<file path="config.mk">
export PLATFORM = sky130hd
export DESIGN_NAME = td4_cpu
export DESIGN_NICKNAME = d
export VERILOG_FILES = /design/src/rtl/td4_cpu.sv
export SDC_FILE = /design/constraint.sdc
export NUM_CORES = 1
export LEC_CHECK = 0
export ABC_AREA = 0
export ABC_CLOCK_PERIOD_IN_PS = 2850
export CORE_MARGIN = 3
export CORE_UTILIZATION = 35
export CTS_CLUSTER_DIAMETER = 200
export DETAILED_ROUTE_END_ITERATION = 8
export GPL_ROUTABILITY_DRIVEN = 0
export PLACE_DENSITY_LB_ADDON = 0.3
export SYNTH_ARGS = -nofsm -noshare
export SYNTH_HDL_FRONTEND = slang
export SYNTH_SLANG_ARGS = --single-unit
</file>
<file path="constraint.sdc">
create_clock -name clk -period 2.85 [get_ports clk]
set_input_delay 0.57 -clock clk [delete_from_list [all_inputs] [get_ports clk]]
set_output_delay 0.57 -clock clk [all_outputs]
set_load 0.03 [all_outputs]
</file>
<file path="src/rtl/td4_cpu.sv">
// TD4 4-bit processor core: registers A, B, OUT, PC and carry, executing one
// instruction from an external 16x8 ROM every CLK_DIV system clocks.
module td4_cpu #(
   parameter logic [31:0] CLK_DIV = 32'd16000000
) (
   input  logic       clk,
   input  logic       reset,
   output logic [3:0] rom_addr,
   input  logic [7:0] rom_data,
   input  logic [3:0] in_port,
   output logic [3:0] out_port,
   output logic       carry,
   output logic       step
);

   typedef enum logic [3:0] {
      OP_ADD_A  = 4'b0000,
      OP_MOV_AB = 4'b0001,
      OP_IN_A   = 4'b0010,
      OP_MOV_AI = 4'b0011,
      OP_MOV_BA = 4'b0100,
      OP_ADD_B  = 4'b0101,
      OP_IN_B   = 4'b0110,
      OP_MOV_BI = 4'b0111,
      OP_NOP_8  = 4'b1000,
      OP_OUT_B  = 4'b1001,
      OP_NOP_A  = 4'b1010,
      OP_OUT_I  = 4'b1011,
      OP_NOP_C  = 4'b1100,
      OP_NOP_D  = 4'b1101,
      OP_JNC    = 4'b1110,
      OP_JMP    = 4'b1111
   } opcode_t;

   localparam logic [31:0] DIV_LAST = CLK_DIV - 32'd1;

   logic [31:0] div;
   logic [3:0]  a, b, out_r, pc;
   logic        c;

   logic [3:0]  a_next, b_next, out_next, pc_next;
   logic        c_next;
   logic [3:0]  alu_x;
   logic [4:0]  sum;
   opcode_t     op;
   logic [3:0]  im;

   assign op       = opcode_t'(rom_data[7:4]);
   assign im       = rom_data[3:0];
   assign rom_addr = pc;
   assign out_port = out_r;
   assign carry    = c;
   // Gated by reset so step stays low while reset is held, even with CLK_DIV=1.
   assign step     = ~reset & (div == DIV_LAST);

   assign alu_x = (op == OP_ADD_B) ? b : a;
   assign sum   = {1'b0, alu_x} + {1'b0, im};

   always_comb begin
      a_next   = a;
      b_next   = b;
      out_next = out_r;
      c_next   = 1'b0;
      pc_next  = pc + 4'd1;
      case (op)
         OP_ADD_A:  begin a_next = sum[3:0]; c_next = sum[4]; end
         OP_MOV_AB: a_next = b;
         OP_IN_A:   a_next = in_port;
         OP_MOV_AI: a_next = im;
         OP_MOV_BA: b_next = a;
         OP_ADD_B:  begin b_next = sum[3:0]; c_next = sum[4]; end
         OP_IN_B:   b_next = in_port;
         OP_MOV_BI: b_next = im;
         OP_OUT_B:  out_next = b;
         OP_OUT_I:  out_next = im;
         OP_JNC:    if (!c) pc_next = im;
         OP_JMP:    pc_next = im;
         default:   ;
      endcase
   end

   always_ff @(posedge clk or posedge reset) begin
      if (reset) begin
         div   <= '0;
         a     <= '0;
         b     <= '0;
         out_r <= '0;
         pc    <= '0;
         c     <= 1'b0;
      end else begin
         if (step) div <= '0;
         else      div <= div + 32'd1;
         if (step) begin
            a     <= a_next;
            b     <= b_next;
            out_r <= out_next;
            pc    <= pc_next;
            c     <= c_next;
         end
      end
   end

endmodule

</file>
# After elaboration in Yosys (flattened, before gate mapping)
# Cells that the tools add are included.
# totals
word_cells,39
reg_bits,49
input_bits,14
# classes
add_sub_neg,3
bitwise_logic,2
reduce_logical,8
n_eq_ne,12
mux,8
# ops
cell,n
$add 32x1->32 const B,1
$eq 32x24->1 const B,1
$mux 32,1
$pmux 4 s4,2
$eq 4x3->1 const B,4
$eq 4x4->1 const B,4
$pmux 4 s2,2
$eq 4x2->1 const B,2
$mux 4,2
$reduce_bool 4->1,2
$reduce_and 2->1,3
$add 4x4->5,1
$add 4x1->4 const B,1
$eq 4x1->1 const B,1
$logic_not 4->1,1
$reduce_bool 2->1,1
$reduce_or 2->1,1
$and 1x1->1,1
$mux 1,1
$not 1->1,1

# Depth between registers and ports, before layout
# logic_depth
word_depth,4
ltp_mapped,12
depth_no_buf,12

# Least setup slack after synthesis
# OpenSTA, ideal clock, no wires.
# synth_path
path_type,input to register
startpoint,in rom_data[4]
endpoint,reg a[3]
t_arrival_ps,2926
slack_ps,-204
setup_ps,128
n_path_buf,1
path_stages,10
cell_sequence,clkbuf_1 -> nand2_1 -> nor2_1 -> mux2_2 -> ha_1 -> a21o_1 -> a21oi_1 -> xnor2_1 -> mux4_2 -> mux2_1
# synth_between
elab_chain_cells,4
elab_cells_between_ends,10
cone_classes,add/sub: 1; eq/ne: 4; mux: 2; reduce/logical: 3
# synth_rtl
item,line,source
start: declaration,9,"input logic [7:0] rom_data,"
$eq 4x3->1,56,assign alu_x = (op == OP_ADD_B) ? b : a;
$mux 4,56,
$add 4x4->5,57,"assign sum = {1'b0, alu_x} + {1'b0, im};"
$pmux 4 s4,65,case (op)
end signal: assignment,94,a <= a_next;
end: declaration,38,"logic [3:0] a, b, out_r, pc;"
# Several ways; a longest one is shown, not always the timed one.
# A chain may end at the register's enable or synchronous reset.

# Final worst setup path
# layout_path
startpoint,reg div[17]
endpoint,out step
# layout_between
elab_chain_cells,2
# layout_rtl
item,line,source
start: declaration,37,logic [31:0] div;
start signal: assignment,92,else div <= div + 32'd1;
$eq 32x24->1,54,assign step = ~reset & (div == DIV_LAST);
$and 1x1->1,54,
end: declaration,13,output logic step
# Every way passes these cells.

==> key figures <==
Status
  – Status: finished, final reports clean

Finish
  – Layout area overhead: 20.2%
  – Final net count: 337
  – FILL cells: 723
  – Layout cells sized above 1: between 10% and 20%
  – Reg area: 1230 um2
  – Design Area, Final: 3310 um2
  – Ant. Diodes: 0
  – Multi-input logic area: 1490 um2

STA
  – Setup TNS: 0 ns
  – Final-report setup violation count: 0
  – Fin Clk Skew: 0.00646 ns
  – Period Utilization, post-route: 96.5%
  – Highest Clock Rate: around 0.36 GHz
  – Tmin final: 2.75 ns
  – Slew Limit Fails: 0
  – RSZ-0062 raised after global routing: no
  – Actual slew at the worst max-slew pin: 0.699 ns
  – Final hold violation count: 0
  – Slack of the critical path: 0.0995 ns
  – Slew HR: 53.0%

Global route
  – Met1 Use GR: 20.4%
  – Met3 usage: 2.63%
  – Grt met2 use: 23.0%
  – Total Routing Usage GR: between 10 and 15%
  – Largest net degree at the start of global routing: 30
  – Global-route wire length before repair: between 10,000 and 15,000 um
  – Congestion Overflow GR: 0
  – Vias in the first global route: 2,085
  – Initial antenna violation count: 0
  – Layer with the highest usage: met2

Floorplanning
  – Initial Util: a little under two fifths
  – Placeable Area: around 7400 um2
  – Row count: 31
  – Chip width: between 90 and 100 um
  – Die Y: around 95 um
  – Ports: 24
  – Die area: 8980 um2

Placement
  – Setup WS pre-CTS: -0.526 ns
  – PortBufs: 23
  – DP HPWL: 4430 um
  – Placed inst area: 3210 um2

Synth
  – Asr flop ratio synth: 100%
  – Cell taking the most area after synthesis: dfrtp_1
  – Share of the synthesized area in the top cell type: around 44%
  – Post-synthesis cell type count: 44
  – Yosys reg bits: 49
  – Area contributors post-synth: dfrtp_1 44%, xor2_1 5.7%, mux2_2 4.9%
  – Post-synth EDFFs: 0
  – Cells after Synth: ~280
  – Top post-synthesis cells by count: 49 x dfrtp_1, 31 x nor2_1, 25 x nand3_1, 18 x xor2_1, 17 x nand2_1
  – Synth Warn #: 0
  – Most common cell in the netlist: dfrtp_1
  – Syn avg cell area: approximately 10 um2
  – Register area share after synthesis: 44.5%
  – Synth Flop Type: dfrtp_1
  – Post-Syn Area: 2760 um2
  – Synthesized Nets: 298

Clock tree
  – Worst-path clk slew: 0.09 ns
  – Clock Path Buffers: 2
  – H-tree depth: 2
  – Num CTS Buffers: 5
  – Root buf cell: clkbuf_8
  – Clock sinks: 49
  – Hold_buf cts: 0
  – CTS tree: built
  – Clk Latency, worst-skew pair: 0.29 ns

Worst setup path
  – CP Launch Type: flip-flop
  – CP max FO: 4
  – Req. time, crit path: approximately 2.3 ns
  – CP Buf/Inv Count: 1
  – Max stage delay on crit path: between 0.5 and 0.6 ns
  – Family with the most delay on the worst path: simple AND/OR/NAND/NOR gates
  – Worst-path cell chain: or4b_1 -> or4_4 -> nor3_4 -> buf_4
  – Crit path DAT: 2.18 ns
  – Crit path capture type: output pin
  – Slowest cell on crit path: or4_4
  – Setup CP Type: flip-flop to output pin

Pwr
  – Worst VDD drop: 0.233 mV
  – Static leakage: 1.52 nW
  – Pwr Density: ~360 nW/um2

Route
  – Via Count: 2,140
  – Antenna viol nets, final: 0
  – Drt first pass iters: 4
  – Total Wirelength: between 5000 and 6000 um
  – DR iter-0 viols: 93
  – Drt drc: 0
  – Wire per inst: 14.3 um
  – Vias per cell: 5.14

Worst hold path
  – Hold Crit Class: flip-flop to flip-flop

Flow run
  – Max cap viols: 0
placed cells by master, fill, tap and decap left out, types with 2 or more instances in the layout:
cell type	n
or4b_1	2
dfrtp_1	49
and4_1	5
dlygate4sd2_1	3
buf_4	18
nor3_1	7
nor2b_1	2
xnor2_1	11
mux2i_1	6
o21ai_0	5
a21o_1	2
clkdlybuf4s50_1	18
mux2_2	11
clkbuf_1	3
a31oi_1	2
nor2_1	30
nand4_1	6
and2_1	5
a21oi_1	10
clkbuf_8	5
nor4_1	3
and3_1	4
xor2_1	18
nand2b_1	2
mux2_1	8
a311oi_1	2
inv_1	9
ha_1	6
a311o_1	2
nand3_1	25
nand2_1	16
worst reg2reg max path, cell delays in order (launching register included):
cell     delay (ns)
dfrtp_1        0.42
or4b_1         0.52
or4_4          0.55
nor3_4         0.20
buf_4          0.19
and2_1         0.28
mux2_1         0.35
final cells by class:
cell class / count / area share, %
multi-input combinational: 210 / 45.0
sequential: 49 / 37.0
timing repair buffer: 40 / 10.7
tap: 99 / 3.74
clock buffer: 8 / 2.42
inverter: 10 / 1.13
kinds of logic after synthesis:
group	synth area share, %
buffers and inverters	2.50
and+or+nand+nor	22.2
DFF	44.5
muxes	11.2
adders and majority gates	3.45
xor gates and xnor gates	9.21
AOI/OAI and AO/OA	6.99
metal layers:
| metal | part of all wire [%] | routed length [um] |
|---|---|---|
| met1 | 49 | 2930 |
| met2 | 45 | 2670 |
| met3 | 4.6 | 273 |
| met4 | 1.0 | 61 |
| met5 | 0 | 0 |
registers in the layout (all words and copies together), names as in the netlist:
register	count
div	32
out_port	4
b	4
a	4
rom_addr	4
carry	1
where the power goes:
group          total (mW)  internal (mW)  switching (mW)
clock               0.396          0.175           0.221
sequential          0.694          0.694               0
combinational       0.105         0.0471          0.0578
total                1.20          0.917           0.279
path summary, 6_finish.rpt:
kind	startpoint	to	slack, ns	depth (start not counted)
hold reg to reg	div[31]	div[31]	0.48	1
max in group asynchronous	reset	div[1]	1.56	3
hold / removal	div[31]	div[31]	0.48	1
min in group asynchronous	reset	div[19]	0.69	2
setup reg to reg	div[17]	a[1]	0.21	6
setup / recovery	div[17]	step	0.1	4
stage by stage:
step	cells	utilization [%]	hold slack [ns]	total power, mW
floorplan	277	-	0.443	0.764
global placement	406	43.1	0.463	0.814
global route	416	44.5	0.501	1.26
detailed placement	406	43.1	0.473	0.814
finish	416	44.5	0.481	1.20
CTS	416	44.4	0.489	1.21
repair_timing:
item	4_1_cts	5_1_grt
setup buffers	2	0
pin swaps	2	1
setup endpoints to repair	4	3
resized for setup	5	2
No activity file was read; power rests on OpenSTA's default activity.
